[src/rtl/muldiv_sequencer_pkg.sv]
// rtl/muldiv_sequencer_pkg.sv - shared types and operand-sign helpers for the RV32M mul/div unit
package muldiv_sequencer_pkg;

  // Encoded as funct3 of the M extension so the decoder can pass it straight through.
  typedef enum logic [2:0] {
    OP_MUL    = 3'b000,
    OP_MULH   = 3'b001,
    OP_MULHSU = 3'b010,
    OP_MULHU  = 3'b011,
    OP_DIV    = 3'b100,
    OP_DIVU   = 3'b101,
    OP_REM    = 3'b110,
    OP_REMU   = 3'b111
  } MulDivOp;

  typedef enum logic [1:0] {
    ST_IDLE,
    ST_CALC,
    ST_FIXUP,
    ST_DONE
  } MulDivState;

  function automatic logic op_is_div(input MulDivOp op);
    return op[2];
  endfunction

  function automatic logic op_a_signed(input MulDivOp op);
    return (op == OP_MULH) || (op == OP_MULHSU) || (op == OP_DIV) || (op == OP_REM);
  endfunction

  function automatic logic op_b_signed(input MulDivOp op);
    return (op == OP_MULH) || (op == OP_DIV) || (op == OP_REM);
  endfunction

endpackage

[src/rtl/muldiv_datapath.sv]
// rtl/muldiv_datapath.sv - shift-add / restoring-divide accumulators with sign fixup and result register
module muldiv_datapath
  import muldiv_sequencer_pkg::*;
#(
  parameter int XLEN = 32
) (
  input  logic            clk,
  input  logic            reset_n,
  input  logic            load,
  input  logic            step,
  input  logic            fixup,
  input  logic            special_load,
  input  logic [XLEN-1:0] special_value,
  input  MulDivOp         op,
  input  logic [XLEN-1:0] in_a,
  input  logic [XLEN-1:0] in_b,
  output logic [XLEN-1:0] result
);

  MulDivOp         op_q;
  logic [XLEN-1:0] opnd_q;   // multiplicand or divisor magnitude
  logic [XLEN-1:0] hi_q;     // product high half / partial remainder
  logic [XLEN-1:0] lo_q;     // multiplier shifting out / quotient shifting in
  logic            neg_q;

  logic            sa, sb;
  logic [XLEN-1:0] abs_a, abs_b;
  logic [XLEN:0]   mul_sum, div_shift, div_diff;
  logic [2*XLEN-1:0] prod, prod_fix;
  logic [XLEN-1:0] quo_fix, rem_fix, fix_value;

  always_comb begin
    sa    = op_a_signed(op) & in_a[XLEN-1];
    sb    = op_b_signed(op) & in_b[XLEN-1];
    abs_a = sa ? -in_a : in_a;
    abs_b = sb ? -in_b : in_b;
  end

  always_comb begin
    mul_sum   = {1'b0, hi_q} + {1'b0, (lo_q[0] ? opnd_q : {XLEN{1'b0}})};
    div_shift = {hi_q, lo_q[XLEN-1]};
    div_diff  = div_shift - {1'b0, opnd_q};
  end

  always_comb begin
    prod     = {hi_q, lo_q};
    prod_fix = neg_q ? -prod : prod;
    quo_fix  = neg_q ? -lo_q : lo_q;
    rem_fix  = neg_q ? -hi_q : hi_q;
    case (op_q)
      OP_MUL:                  fix_value = prod_fix[XLEN-1:0];
      OP_MULH, OP_MULHSU,
      OP_MULHU:                fix_value = prod_fix[2*XLEN-1:XLEN];
      OP_DIV, OP_DIVU:         fix_value = quo_fix;
      default:                 fix_value = rem_fix;
    endcase
  end

  always_ff @(posedge clk or negedge reset_n) begin
    if (!reset_n) begin
      op_q   <= OP_MUL;
      opnd_q <= '0;
      hi_q   <= '0;
      lo_q   <= '0;
      neg_q  <= 1'b0;
      result <= '0;
    end else if (special_load) begin
      result <= special_value;
    end else if (load) begin
      op_q   <= op;
      opnd_q <= op_is_div(op) ? abs_b : abs_a;
      lo_q   <= op_is_div(op) ? abs_a : abs_b;
      hi_q   <= '0;
      // Remainder takes the dividend's sign; quotient and products take sa^sb.
      neg_q  <= (op == OP_REM) ? sa : (sa ^ sb);
    end else if (step) begin
      if (op_is_div(op_q)) begin
        hi_q <= div_diff[XLEN] ? div_shift[XLEN-1:0] : div_diff[XLEN-1:0];
        lo_q <= {lo_q[XLEN-2:0], ~div_diff[XLEN]};
      end else begin
        hi_q <= mul_sum[XLEN:1];
        lo_q <= {mul_sum[0], lo_q[XLEN-1:1]};
      end
    end else if (fixup) begin
      result <= fix_value;
    end
  end

endmodule

[src/rtl/muldiv_sequencer.sv]
// rtl/muldiv_sequencer.sv - FSM, iteration counter and special-case decode for the iterative mul/div unit
module muldiv_sequencer
  import muldiv_sequencer_pkg::*;
#(
  parameter int XLEN  = 32,
  parameter int CNT_W = 6
) (
  input  logic            clk,
  input  logic            reset_n,
  input  logic            start,
  input  MulDivOp         op,
  input  logic [XLEN-1:0] in_a,
  input  logic [XLEN-1:0] in_b,
  input  logic            flush,
  output logic            stall,
  output logic            busy,
  output logic            result_valid,
  output logic [XLEN-1:0] result
);

  MulDivState state, next_state;
  logic [CNT_W-1:0] count, count_next;
  logic accept, load, step, fixup, special_load;
  logic div_by_zero, overflow, special;
  logic [XLEN-1:0] special_value;

  // op[1] separates REM/REMU from DIV/DIVU.
  always_comb begin
    div_by_zero = op_is_div(op) && (in_b == '0);
    overflow    = ((op == OP_DIV) || (op == OP_REM)) &&
                  (in_a == {1'b1, {(XLEN-1){1'b0}}}) && (in_b == '1);
    special     = div_by_zero || overflow;
    if (div_by_zero)
      special_value = op[1] ? in_a : '1;
    else
      special_value = op[1] ? '0 : in_a;
  end

  always_comb begin
    next_state   = state;
    count_next   = count;
    load         = 1'b0;
    step         = 1'b0;
    fixup        = 1'b0;
    special_load = 1'b0;
    accept       = start && ((state == ST_IDLE) || (state == ST_DONE)) && !flush;
    case (state)
      ST_IDLE, ST_DONE: begin
        if (accept) begin
          if (special) begin
            next_state   = ST_DONE;
            special_load = 1'b1;
          end else begin
            next_state = ST_CALC;
            load       = 1'b1;
            count_next = '0;
          end
        end else begin
          next_state = ST_IDLE;
        end
      end
      ST_CALC: begin
        step       = 1'b1;
        count_next = count + CNT_W'(1);
        if (count == CNT_W'(XLEN-1))
          next_state = ST_FIXUP;
      end
      ST_FIXUP: begin
        fixup      = 1'b1;
        next_state = ST_DONE;
      end
      default: next_state = ST_IDLE;
    endcase
    if (flush) begin
      next_state   = ST_IDLE;
      step         = 1'b0;
      fixup        = 1'b0;
    end
    stall = accept || (state == ST_CALC) || (state == ST_FIXUP);
  end

  always_ff @(posedge clk or negedge reset_n) begin
    if (!reset_n) begin
      state        <= ST_IDLE;
      count        <= '0;
      busy         <= 1'b0;
      result_valid <= 1'b0;
    end else begin
      state        <= next_state;
      count        <= count_next;
      busy         <= (next_state == ST_CALC) || (next_state == ST_FIXUP);
      result_valid <= (next_state == ST_DONE);
    end
  end

  muldiv_datapath #(.XLEN(XLEN)) u_datapath (
    .clk           (clk),
    .reset_n       (reset_n),
    .load          (load),
    .step          (step),
    .fixup         (fixup),
    .special_load  (special_load),
    .special_value (special_value),
    .op            (op),
    .in_a          (in_a),
    .in_b          (in_b),
    .result        (result)
  );

endmodule

[config.mk]
export PLATFORM = sky130hd
export DESIGN_NAME = muldiv_sequencer
export DESIGN_NICKNAME = d
export VERILOG_FILES = /design/src/rtl/muldiv_sequencer_pkg.sv /design/src/rtl/muldiv_datapath.sv /design/src/rtl/muldiv_sequencer.sv
export SDC_FILE = /design/constraint.sdc
export NUM_CORES = 1
export LEC_CHECK = 0
export ABC_AREA = 1
export ABC_CLOCK_PERIOD_IN_PS = 3400
export CAP_MARGIN = 20
export CORE_AREA = 8 8 224 226
export CTS_CLUSTER_SIZE = 16
export DETAILED_ROUTE_END_ITERATION = 8
export DIE_AREA = 0 0 232 234
export GPL_ROUTABILITY_DRIVEN = 0
export HOLD_SLACK_MARGIN = 0.05
export MAX_ROUTING_LAYER = met4
export PLACE_DENSITY = 0.66
export SYNTH_ARGS = -nofsm -noshare
export SYNTH_HDL_FRONTEND = slang
export SYNTH_SLANG_ARGS = --single-unit
[constraint.sdc]
create_clock -name clk -period 3.4 [get_ports clk]
set_input_delay 0.68 -clock clk [delete_from_list [all_inputs] [get_ports clk]]
set_output_delay 0.68 -clock clk [all_outputs]
set_load 0.01 [all_outputs]
==> impl_metrics.csv <==
group,metric,value,unit
power_and_ir_drop,leakage,11.3,nW
placement,dp_hpwl,65.8,mm
setup_path,crit_type,"flip-flop to flip-flop",
sta,period_needed,3.03,ns
global_routing,grt_pass1_wl,121,mm
floorplan,pin_count,106,
sta,slew_headroom,39.7,%
setup_path,startpoint_type,"flip-flop",
route,vias_per_cell,5.55,
yosys,synth_ff_type,"dfrtp_1",
setup_path,cp.required,3.78,ns
yosys,ys.warnings.count,0,
run,max-cap-violations,0,
power_and_ir_drop,share_comb_of_total_power,59.4,%
yosys,synth_area_leaders,"nand2_1 (24%), dfrtp_1 (19%), nor2_1 (8.8%)",
route,wl_per_cell,19.4,um
clock_network,clock_latency,0.45,ns
power_and_ir_drop,intPower,5.40,mW
sta,whs,0.256,ns
yosys,synth.largest_area_cell,"nand2_1",
sta,worst_pin_slew,0.904,ns
sta,rsz0062_at_grt,"no",
yosys,synth_top_family_by_area,"simple AND/OR/NAND/NOR gates",
placement,placed_area,20600,um2
yosys,yosys_register_bits,142,
yosys,synth-simple-area-share,47.6,%
sta,clock_skew,0.00897,ns
sta,tns,0,ns
yosys,syn_avg_cell_area,5.49,um2
yosys,synthCells,3363,
floorplan,core,46800,um2
run_status,outcome,"complete, no violations",
setup_path,cp-end-kind,"flip-flop",
cells_and_area,fin_util,45.4,%
cells_and_area,finalNetCount,3635,
sta,setup_violations,0,
clock_network,cts_tree,"built",
global_routing,grt_pass1_vias,20600,
yosys,seq_area_frac_synth,19.2,%
clock_network,post_cts_buffers,0,
power_and_ir_drop,sw_frac_of_total,51.3,%
yosys,synth_compound_area_share,12.7,%
floorplan,row_count,80,
yosys,synth_cell_type_count,50,
sta,finalMaxSlewViolations,0,
floorplan,die_h,234,um
yosys,synthAdderAreaFrac,5.16,%
setup_path,r2r_slack,0.37,ns
yosys,synth_edf_count,0,
clock_network,clkTransAtPathRegs,0.06,ns
cells_and_area,drive_above_1_share,6.05,%
route,ant_nets,0,
floorplan,die_x,232,um
clock_network,cts_buffers,17,
clock_network,htreeDepth,4,
global_routing,groute.usage.overall,29.6,%
yosys,synthMuxAreaShare,0,%
power_and_ir_drop,power.density,522,nW/um2
route,drtIter0Drc,2829,
route,finalWirelength,80.1,mm
worst_hold_path,hold_path.class,"primary input to async pin",
clock_network,cts.sinks,142,
yosys,synth_area,18500,um2
sta,fmax,330,MHz
setup_path,reg2reg_from,"u_datapath.opnd_q[0]$_DFFE_PN0P_",
setup_path,r2r-end,"u_datapath.hi_q[15]$_DFFE_PN0P_",
global_routing,grt_max_degree,94,
placement,port_buffers,105,
route,firstDrtPassIters,6,
clock_network,cts_hold_buf,0,
cells_and_area,syn_to_final_growth,15.0,%
global_routing,grt_overflow,0,
clock_network,root_buffer,"clkbuf_16",
yosys,synth_xor_xnor_area_share,3.56,%
power_and_ir_drop,seq_power_share,23.3,%
setup_path,crit_arrival,3.42,ns
power_and_ir_drop,power_frac_clock,17.4,%
yosys,synth_top_area_share,24.1,%
route,vias,22900,
setup_path,cp_max_fo,23,
sta,final_hold_viol_count,0,
clock_network,ctsResizeCount,0,
global_routing,antenna_found_initial,3,
yosys,async_flop_share,100,%
yosys,synth_nets,3509,
setup_path,worstRegToRegCells,17,
power_and_ir_drop,power.switching,5.69,mW
floorplan,die_area,54300,um2
cells_and_area,design_area,21200,um2
sta,post-route-period-util,89.2,%
route,drcViolationCount,0,
power_and_ir_drop,irDropWorstVdd,0.299,mV
floorplan,start_util,39.4,%
clock_network,ctsLongestPathBuffers,2,
-- registers in the layout, summed over array words and instances, names as in the netlist --
name,cells
u_datapath.hi_q,32
u_datapath.opnd_q,32
u_datapath.result,32
u_datapath.lo_q,32
busy,1
u_datapath.neg_q,1
count,6
u_datapath.op_q,3
result_valid,1
state,2
-- per-stage QoR --
step	instances	worst slack [ns]	power (mW)
after floorplan	3363	0.876	6.50
after global placement	4085	0.233	8.94
after detailed placement	4085	0.131	8.93
after CTS	4117	0.404	10.9
after global routing	4120	0.161	11.8
final	4120	0.366	11.1
-- power groups by stage --
stage | Sequential, mW | Combinational [mW] | Clock (mW)
after global placement | 2.58 | 6.36 | 0
after CTS | 2.55 | 6.41 | 1.93
after detailed placement | 2.56 | 6.37 | 0
after global routing | 2.60 | 7.21 | 1.98
final | 2.58 | 6.58 | 1.93
after floorplan | 2.46 | 4.04 | 0
-- cells in the mapped netlist, drive strengths merged, types with 3 or more instances --
cell type,instances
clkbuf,59
xnor2,26
clkinv,4
nand3b,15
nor3,28
a22oi,6
and2,3
o21a,3
o211ai,40
o21ai,180
nor4,7
nand4,63
buf,49
or2,12
o31ai,4
a21boi,5
nand3,327
o21bai,14
nor2,449
o221ai,5
dfrtp,142
inv,433
xor2,49
nand2,1201
ha,73
a21o,5
a21oi,153
-- layout make-up --
cell class | instances | area, um2
well taps | 615 | 769
flip-flops and latches | 142 | 3560
fillers | 5215 | 25600
clock buffers | 20 | 457
diodes | 3 | 7.51
clock inverters | 12 | 135
repair buffers | 215 | 1930
inverters | 437 | 1640
multi-input cells | 2676 | 12800
-- how the worst max path moves through the flow --
stage / cells past startpoint / endpoint / slack, ns / startpoint
floorplan: 21 / u_datapath.hi_q[21]$_DFFE_PN0P_ / 0.88 / u_datapath.lo_q[0]$_DFFE_PN0P_
global placement: 13 / u_datapath.opnd_q[20]$_DFFE_PN0P_ / 0.23 / in_a[0]
detailed placement: 15 / u_datapath.result[29]$_DFFE_PN0P_ / 0.13 / in_b[0]
CTS: 6 / stall / 0.40 / state[1]$_DFF_PN0_
global route: 15 / u_datapath.hi_q[18]$_DFFE_PN0P_ / 0.16 / u_datapath.lo_q[0]$_DFFE_PN0P_
finish: 17 / u_datapath.hi_q[15]$_DFFE_PN0P_ / 0.37 / u_datapath.opnd_q[0]$_DFFE_PN0P_
-- routing by layer --
metal  track usage [%]  part of all wire (%)
met5                 -                     0
met4              17.9                   7.0
met1              38.6                    41
met3              5.49                    11
met2              42.1                    41
-- cells in the final DEF (no fill, tap or decap), types with 14 or more instances in the layout --
master,n
dfrtp_1,140
inv_2,14
xnor2_1,26
nand3_1,321
o211ai_1,40
inv_1,419
o21ai_1,30
nand2_1,1188
clkdlybuf4s50_1,104
clkbuf_16,17
o21ai_0,149
ha_1,73
nor2_2,14
a21oi_1,149
nor3_1,25
o21bai_1,14
nor2_1,431
nand4_1,62
xor2_1,49
buf_4,106
nand3b_1,15
-- logic make-up after synthesis --
kind of cell	Yosys count
compound gates	419
flops	142
fa+ha+maj	75
xor+xnor	75
simple gates	2107
buf+inv	545
-- critical path: stages, from the launching register on --
cell and delay (ns):
dfrtp_1 0.45, ha_1 0.24, fa_1 0.40, inv_1 0.18, nand2_1 0.08, nand2_1 0.07
nand3_1 0.09, nand2_2 0.11, nand2_1 0.05, nand2_1 0.10, nand2_2 0.08, nand2_1 0.09
nand2_1 0.09, nand2_2 0.43, nand3_1 0.25, nand3_1 0.13, nand2_1 0.06, nand2_1 0.05
Power figures use the tool's default switching activity.
